**config.mk**
```make
export PLATFORM = sky130hd
export DESIGN_NAME = bus_arbiter
export DESIGN_NICKNAME = d
export VERILOG_FILES = /design/src/rtl/bus_arbiter.sv
export SDC_FILE = /design/constraint.sdc
export NUM_CORES = 1
export LEC_CHECK = 0
export BUFFER_PORTS_ARGS = -buffer_cell sky130_fd_sc_hd__buf_2
export CORE_MARGIN = 5
export CORE_UTILIZATION = 35
export CTS_CLUSTER_SIZE = 40
export DETAILED_ROUTE_END_ITERATION = 6
export MAX_ROUTING_LAYER = met4
export PLACE_DENSITY = 0.92
export REMOVE_ABC_BUFFERS = 1
export SYNTH_ARGS = -nofsm -noshare
export SYNTH_HDL_FRONTEND = slang
export SYNTH_SLANG_ARGS = --single-unit
export TNS_END_PERCENT = 30
```
**constraint.sdc**
```tcl
create_clock -name clk -period 2.6 [get_ports clk]
set_input_delay 0.52 -clock clk [delete_from_list [all_inputs] [get_ports clk]]
set_output_delay 0.52 -clock clk [all_outputs]
set_load 0.05 [all_outputs]
```
**src/rtl/bus_arbiter.sv**
```systemverilog
// Round-robin arbiter sharing one downstream bus between the AES and SHA FSMs.
// A granted requester keeps the bus until its last beat is accepted, it drops
// its request, or the watchdog sees TIMEOUT granted cycles with no accepted beat.
//
//   state   | meaning
//   --------+-------------------------------------------
//   IDLE    | no owner, arbitrate on the next edge
//   OWN_AES | AES owns the bus, its beats are forwarded
//   OWN_SHA | SHA owns the bus, its beats are forwarded
module bus_arbiter #(
    parameter int ADDRW   = 24,
    parameter int DATAW   = 8,
    parameter int TIMEOUT = 255
) (
    input  logic             clk,
    input  logic             rst_n,
    input  logic             req_aes,
    input  logic [ADDRW-1:0] addr_aes,
    input  logic [DATAW-1:0] data_aes,
    input  logic             wr_aes,
    input  logic             last_aes,
    input  logic             req_sha,
    input  logic [ADDRW-1:0] addr_sha,
    input  logic [DATAW-1:0] data_sha,
    input  logic             wr_sha,
    input  logic             last_sha,
    input  logic             bus_ready,
    output logic             bus_valid,
    output logic [ADDRW-1:0] bus_addr,
    output logic [DATAW-1:0] bus_data,
    output logic             bus_wr,
    output logic             grant_aes,
    output logic             grant_sha,
    output logic             ready_aes,
    output logic             ready_sha,
    output logic             timeout_err
);

    localparam int CNTW = (TIMEOUT < 2) ? 1 : $clog2(TIMEOUT + 1);
    localparam logic [CNTW-1:0] WDOG_LAST = CNTW'(TIMEOUT - 1);

    typedef enum logic [1:0] {
        IDLE    = 2'd0,
        OWN_AES = 2'd1,
        OWN_SHA = 2'd2
    } state_t;

    state_t          r_state;
    state_t          w_state_nxt;
    logic            r_prio;        // 0: AES preferred, 1: SHA preferred
    logic            w_prio_nxt;
    logic [CNTW-1:0] r_wdog;
    logic            r_timeout_err;

    logic w_granted;
    logic w_req_own;
    logic w_last_own;
    logic w_accept;
    logic w_rel_last;
    logic w_abort;
    logic w_wdog;
    logic w_release;

    // Beat mux and release-event decode for the current owner
    always_comb begin
        grant_aes  = (r_state == OWN_AES);
        grant_sha  = (r_state == OWN_SHA);
        w_granted  = grant_aes | grant_sha;
        w_req_own  = 1'b0;
        w_last_own = 1'b0;
        bus_addr   = '0;
        bus_data   = '0;
        bus_wr     = 1'b0;
        if (grant_aes) begin
            w_req_own  = req_aes;
            w_last_own = last_aes;
            bus_addr   = addr_aes;
            bus_data   = data_aes;
            bus_wr     = wr_aes;
        end else if (grant_sha) begin
            w_req_own  = req_sha;
            w_last_own = last_sha;
            bus_addr   = addr_sha;
            bus_data   = data_sha;
            bus_wr     = wr_sha;
        end
        bus_valid  = w_req_own;
        ready_aes  = grant_aes & req_aes & bus_ready;
        ready_sha  = grant_sha & req_sha & bus_ready;
        w_accept   = bus_valid & bus_ready;
        w_rel_last = w_accept & w_last_own;
        w_abort    = w_granted & ~w_req_own;
        // An accepted beat resets the watchdog, so a last beat landing on the
        // final watchdog cycle completes normally; abort masks it via w_req_own.
        w_wdog     = w_granted & w_req_own & ~w_accept & (r_wdog == WDOG_LAST);
        w_release  = w_rel_last | w_abort | w_wdog;
    end

    // Next-state and round-robin pointer update
    always_comb begin
        w_state_nxt = r_state;
        w_prio_nxt  = r_prio;
        case (r_state)
            IDLE: begin
                if (req_aes && (!req_sha || !r_prio)) begin
                    w_state_nxt = OWN_AES;
                end else if (req_sha) begin
                    w_state_nxt = OWN_SHA;
                end
            end
            OWN_AES: begin
                if (w_release) begin
                    w_prio_nxt  = 1'b1;
                    w_state_nxt = req_sha ? OWN_SHA : IDLE;
                end
            end
            OWN_SHA: begin
                if (w_release) begin
                    w_prio_nxt  = 1'b0;
                    w_state_nxt = req_aes ? OWN_AES : IDLE;
                end
            end
            default: begin
                w_state_nxt = IDLE;
            end
        endcase
    end

    // State, priority and timeout pulse registers
    always_ff @(posedge clk or negedge rst_n) begin
        if (!rst_n) begin
            r_state       <= IDLE;
            r_prio        <= 1'b0;
            r_timeout_err <= 1'b0;
        end else begin
            r_state       <= w_state_nxt;
            r_prio        <= w_prio_nxt;
            r_timeout_err <= w_wdog;
        end
    end

    // Watchdog: zero while idle (so every ownership starts at 0), on release
    // and on each accepted beat; otherwise count granted cycles
    always_ff @(posedge clk or negedge rst_n) begin
        if (!rst_n) begin
            r_wdog <= '0;
        end else if (!w_granted || w_release || w_accept) begin
            r_wdog <= '0;
        end else begin
            r_wdog <= r_wdog + 1'b1;
        end
    end

    assign timeout_err = r_timeout_err;

endmodule
```
==> flow_summary.yaml, run 1 <==
power:
  vdd_ir_drop_max_uv: 737.4
  finalPower_mw: 2.011
  power_density_nw_per_um2: 1187
  p_leak_nw: 0.9758
clock_tree:
  clock_latency_ns: 0.28
  post_cts.repair.setup_buffers: 0
  cts_tree: "yes"
  cts_buffers: 3
  root_buffer: "clkbuf_4"
  path_clk_slew_ns: 0.08
  cts_max_level: 1
  cts_hold_buf: 0
  ctsLongestPathBuffers: 2
  post_cts_resize_count: 0
  numClockSinks: 12
run_status:
  status: "completed"
synthesis:
  synth_top_family_by_area: "compound AO/OA/AOI/OAI gates"
  synth_top_area_cell: "dfrtp_1"
  synthCells: 118
  muxShareOfSynthArea_pct: 0
  synth_fa_ha_area_share_pct: 7.075
  ys_top_cells_by_area: "dfrtp_1 (28%), a22o_1 (27%), ha_1 (7.1%), nor2_1 (4.6%), nand2_1 (2.5%)"
  synthFlopType: "dfrtp_1"
  synth.ff_latch_count: 12
  synthArstFlopShare_pct: 100.0
  yosysMostFrequentCell: "a22o_1"
  syn_area_um2: 1061
  synth_xor_area_share_pct: 4.953
  synth_area_per_cell_um2: 8.992
  ys_seq_area_share_pct: 28.30
  synth_edf_count: 0
  yosysWarnings: 0
  synth_simple_gate_area_share_pct: 19.10
  yosysUniqueCellTypes: 30
  netlist.area_leader.share_pct: 28.30
  synth_compound_area_share_pct: 35.85
  synth_common_cells: "a22o_1 (33), nor2_1 (13), dfrtp_1 (12), nand2_1 (7), ha_1 (6)"
floorplanning:
  die-area_um2: 4233
  core_area_um2: 2978
  rows: 20
  io_pins: 112
  fp.dieW_um: 65.06
  die_h_um: 65.06
  start_util_pct: 35.63
timing:
  fin_crit_sh_pct: 94.31
  setup_slack_ns: 0.1479
  setup_viol: 0
  min_period_ns: 2.452
  hold_viol: 0
  holdWs_ns: 0.09747
  rsz0062_at_grt: "no"
  relSlewSlack_pct: 55.76
  slew_violations: 0
  finalSetupTns_ns: 0
  finalClockSkew_ns: 0.001626
  timing.fmax_mhz: 407.8
  tightest_slew_ns: 0.6629
global_route:
  grt_max_degree: 34
  track_usage_pct: 18.24
  grt_pass1_vias: 1309
  grt_pass1_wl_um: 6016
  grt-ovfl-total: 0
  antenna_found_initial: 0
setup_path:
  r2r_start: "r_state[1]$_DFFE_PN0P_"
  r2r-end: "r_state[0]$_DFFE_PN0P_"
  worstSetupPathType: "reg -> out"
  reg2reg_slack_ns: 0.58
  critPathLaunchType: "flip-flop"
  cp_data_arrival_time_ns: 1.93
  cp_max_fo: 33
  cp-end-kind: "output port"
  reg2reg_depth: 7
  crit_required_ns: 2.08
placed_design:
  dpl_cell_area_um2: 1652
  dp.cells: 257
  post-dp-hpwl_um: 3113
  port_buffers: 111
  post-place-ws_ns: 0.3566
  globalplace.congestion: 0.8439
routing:
  firstDrtPassIters: 4
  postRouteAntennaNets: 0
  first_iter_violations: 49
  num_vias: 1341
  wire_per_inst_um: 14.69
  drt_wl_total_um: 3833
  vias_per_cell: 5.138
  drc: 0
final_layout:
  antenna_cells: 0
  layout.nets: 308
  fin_cells: 261
  post-route-util_pct: 56.89
  syn_to_final_growth_pct: 59.67
  fin_area_um2: 1694
  drive_gt1_share_pct: 55.70
hold_path:
  hp-class: "in -> async"
flow_run:
  maxCapViolCount: 0
-- layout by cell type (no fill, tap or decap), types with 2 or more instances in the layout --
master,instances
nand2_1,7
xor2_1,3
nand3_1,4
dfrtp_1,12
buf_2,111
a21oi_1,5
ha_1,5
xnor2_1,3
or4b_1,2
a22o_1,33
buf_4,2
o21ai_0,2
clkbuf_4,3
inv_1,5
nor2_1,13
-- cell families after synthesis --
family | after synthesis
compound gates | 46
xor+xnor | 6
fa+ha+maj | 6
buf+inv | 13
flops | 12
simple gates | 35
-- state kept, by name, summed over array words and instances (netlist names) --
register and count:
r_state 2, timeout_err 1, r_prio 1, r_wdog 8
-- power breakdown --
part,switching (mW),internal (mW),total (mW)
sequential,0.0216,0.210,0.232
clock,0.0700,0.0853,0.155
combinational,1.17,0.457,1.62
-- how the worst max path moves through the flow --
stage                                      start  cells after the start            to  slack [ns]
final                     r_state[1]$_DFFE_PN0P_                      6   bus_data[3]        0.15
after global routing      r_state[0]$_DFFE_PN0P_                      6  bus_addr[11]       0.005
after CTS                 r_state[0]$_DFFE_PN0P_                      6   bus_data[3]        0.03
after detailed placement  r_state[0]$_DFFE_PN0P_                      6   bus_data[3]        0.36
after global placement    r_state[0]$_DFFE_PN0P_                      6  bus_addr[21]        0.47
after floorplan           r_state[1]$_DFFE_PN0P_                      4   bus_addr[0]       -0.93
-- cell type report --
type | instances | area [um2]
multi-input cells | 93 | 715.7
repair buffers | 114 | 581.8
flip-flops and latches | 12 | 300.3
fillers | 257 | 1284
clock buffers | 4 | 36.28
inverters | 5 | 18.77
well taps | 33 | 41.29
-- layer usage --
metal / global-route usage (%) / wire length [um]
met1: 22.23 / 1566
met2: 29.89 / 1925
met3: 3.293 / 278
met4: 7.254 / 61
met5: - / 0
-- critical path, cell delays in order, from the launching register on --
cell,delay [ns]
dfrtp_1,0.40
inv_1,0.09
ha_1,0.30
nor2b_2,0.16
buf_6,0.25
a22o_1,0.18
buf_2,0.26
Power figures use the tool's default switching activity.
==> run 2: changes to the inputs <==
- GPL_TIMING_DRIVEN: default -> 0
- SKIP_LAST_GASP: default -> 1
==> run 2 against run 1 <==
Non-clock buffer count is 1 higher. Clock power is 29% lower. Sequential cell count stayed put. Via count is 1.5% higher. Setup slack better by 0.014 ns. Final cell count stayed put. Clock skew is 0.0069 ns higher. Routed wire length is 1.1% higher. Critical path type unchanged. Critical endpoint is now bus_addr[23]. Largest power group unchanged. Highest routed layer unchanged.
==> flow_summary.yaml, run 2 (synthesis gave the netlist of run 1 again) <==
timing:
  finalSetupTns_ns: 0
  setup_slack_ns: 0.1621
  hold_viol: 0
  fin_crit_sh_pct: 93.76
  relSlewSlack_pct: 56.54
  timing.fmax_mhz: 410.2
  min_period_ns: 2.438
  setup_viol: 0
  slew_violations: 0
  tightest_slew_ns: 0.6512
  finalClockSkew_ns: 0.008506
  rsz0062_at_grt: "no"
setup_path:
  critPathTopFamily: "buffers and inverters"
  critPathLaunchType: "flip-flop"
  cp_slowest_cell: "dfrtp_1"
  crit_required_ns: 2.08
  cp-end-kind: "output port"
  cp_data_arrival_time_ns: 1.92
  cp_max_fo: 21
  path_buf_inv: 3
  cp_cell_sequence: "inv_1 > ha_2 > nor2b_4 > buf_8 > a22o_1 > buf_2"
  crit_path_max_incr_delay_ns: 0.43
  worstSetupPathType: "reg -> out"
routing:
  drt_wl_total_um: 3876
  first_iter_violations: 67
  drc: 0
  num_vias: 1361
  vias_per_cell: 5.215
  wire_per_inst_um: 14.85
  firstDrtPassIters: 4
  postRouteAntennaNets: 0
final_layout:
  fin_cells: 261
  n_fill_cell: 284
  largestRegisters: "r_wdog: 8 flops, r_state: 2 flops"
  layout_common_cells: "buf_2 (111), a22o_1 (33), nor2_1 (13), dfrtp_1 (12), nand2_1 (7)"
  layout.nets: 309
  layout_commonest_cell: "buf_2"
  top_register: "r_wdog"
  syn_to_final_growth_pct: 61.79
  fin_area_um2: 1717
  antenna_cells: 0
  drive_gt1_share_pct: 56.14
  largest_reg_flops: 8
floorplanning:
  die-area_um2: 4233
  start_util_pct: 35.63
  fp.dieW_um: 65.06
  core_area_um2: 2978
  rows: 20
  die_h_um: 65.06
  io_pins: 112
placed_design:
  port_buffers: 111
  post-place-ws_ns: -0.5041
  dpl_cell_area_um2: 1644
  dp.cells: 255
  post-dp-hpwl_um: 3107
  globalplace.congestion: 0.8259
clock_tree:
  cts_buffers: 3
  path_clk_slew_ns: 0.07
  cts_hold_buf: 0
  cts_max_level: 1
  root_buffer: "clkbuf_4"
  clock_latency_ns: 0.27
  numClockSinks: 12
  cts_tree: "yes"
  ctsLongestPathBuffers: 2
flow_run:
  maxCapViolCount: 0
power:
  power_density_nw_per_um2: 1178
  vdd_ir_drop_max_uv: 647.5
  finalPower_mw: 2.022
  p_leak_nw: 0.9791
global_route:
  antenna_found_initial: 0
  grt_max_degree: 44
  track_usage_pct: 17.40
  grt-ovfl-total: 0
  grt_pass1_wl_um: 5775
  grt_pass1_vias: 1272
run_status:
  status: "completed"
hold_path:
  hp-class: "in -> async"
run 2: worst paths after layout:
kind | slack, ns | cells past startpoint | startpoint | to
max in group asynchronous | 2.27 | 1 | rst_n | r_wdog[6]$_DFF_PN0_
min reg2reg | 0.47 | 1 | r_wdog[0]$_DFF_PN0_ | r_wdog[0]$_DFF_PN0_
min | 0.11 | 1 | rst_n | timeout_err$_DFF_PN0_
max reg2reg | 0.41 | 8 | r_state[1]$_DFFE_PN0P_ | r_state[0]$_DFFE_PN0P_
max | 0.16 | 6 | r_state[0]$_DFFE_PN0P_ | bus_addr[23]
min in group clk | 0.47 | 1 | r_wdog[0]$_DFF_PN0_ | r_wdog[0]$_DFF_PN0_
run 2: timing repair:
action / CTS / global route
buffers inserted: 2 / 1
pin swaps: 0 / 0
setup endpoints to repair: 47 / 19
gates resized for setup: 3 / 1
hold endpoints to repair: 0 / 0
run 2: final cells by class:
cell class	count	area (um2)	area share, %
multi-input cells	93	733.2	42.71
repair buffers	115	600.6	34.99
flip-flops and latches	12	300.3	17.49
well taps	33	41.29	2.405
clock buffers	3	22.52	1.312
inverters	5	18.77	1.093
run 2: per-layer routing:
metal	share of wire, %	vias up	global-route usage, %
met4	1.3	0	5.959
met2	50	61	27.46
li1	-	667	-
met1	40	625	20.57
met3	8.4	8	6.239
met5	0	-	-
run 2: where the power goes:
part | leakage (nW) | total (mW) | internal, mW | switching, mW
clock network | 0.0138 | 0.110 | 0.0536 | 0.0561
logic | 0.802 | 1.68 | 0.494 | 1.19
registers | 0.163 | 0.234 | 0.211 | 0.0228
total | 0.979 | 2.02 | 0.758 | 1.26
run 2: worst reg2reg max path: stages, from the launching register on:
cell and delay (ns):
dfrtp_1 0.40, inv_1 0.14, ha_4 0.33, buf_8 0.21
nand2_1 0.07, a21oi_1 0.23, o31ai_2 0.11, or4b_1 0.49
o21ai_0 0.10
run 2: stage by stage:
step                      hold WS (ns)  util [%]
after detailed placement        0.4029     55.21
after global placement          0.4003     54.62
after floorplan                 0.2244         -
after CTS                       0.1077     57.06
final                           0.1064     57.65
after global routing            0.1123     57.65
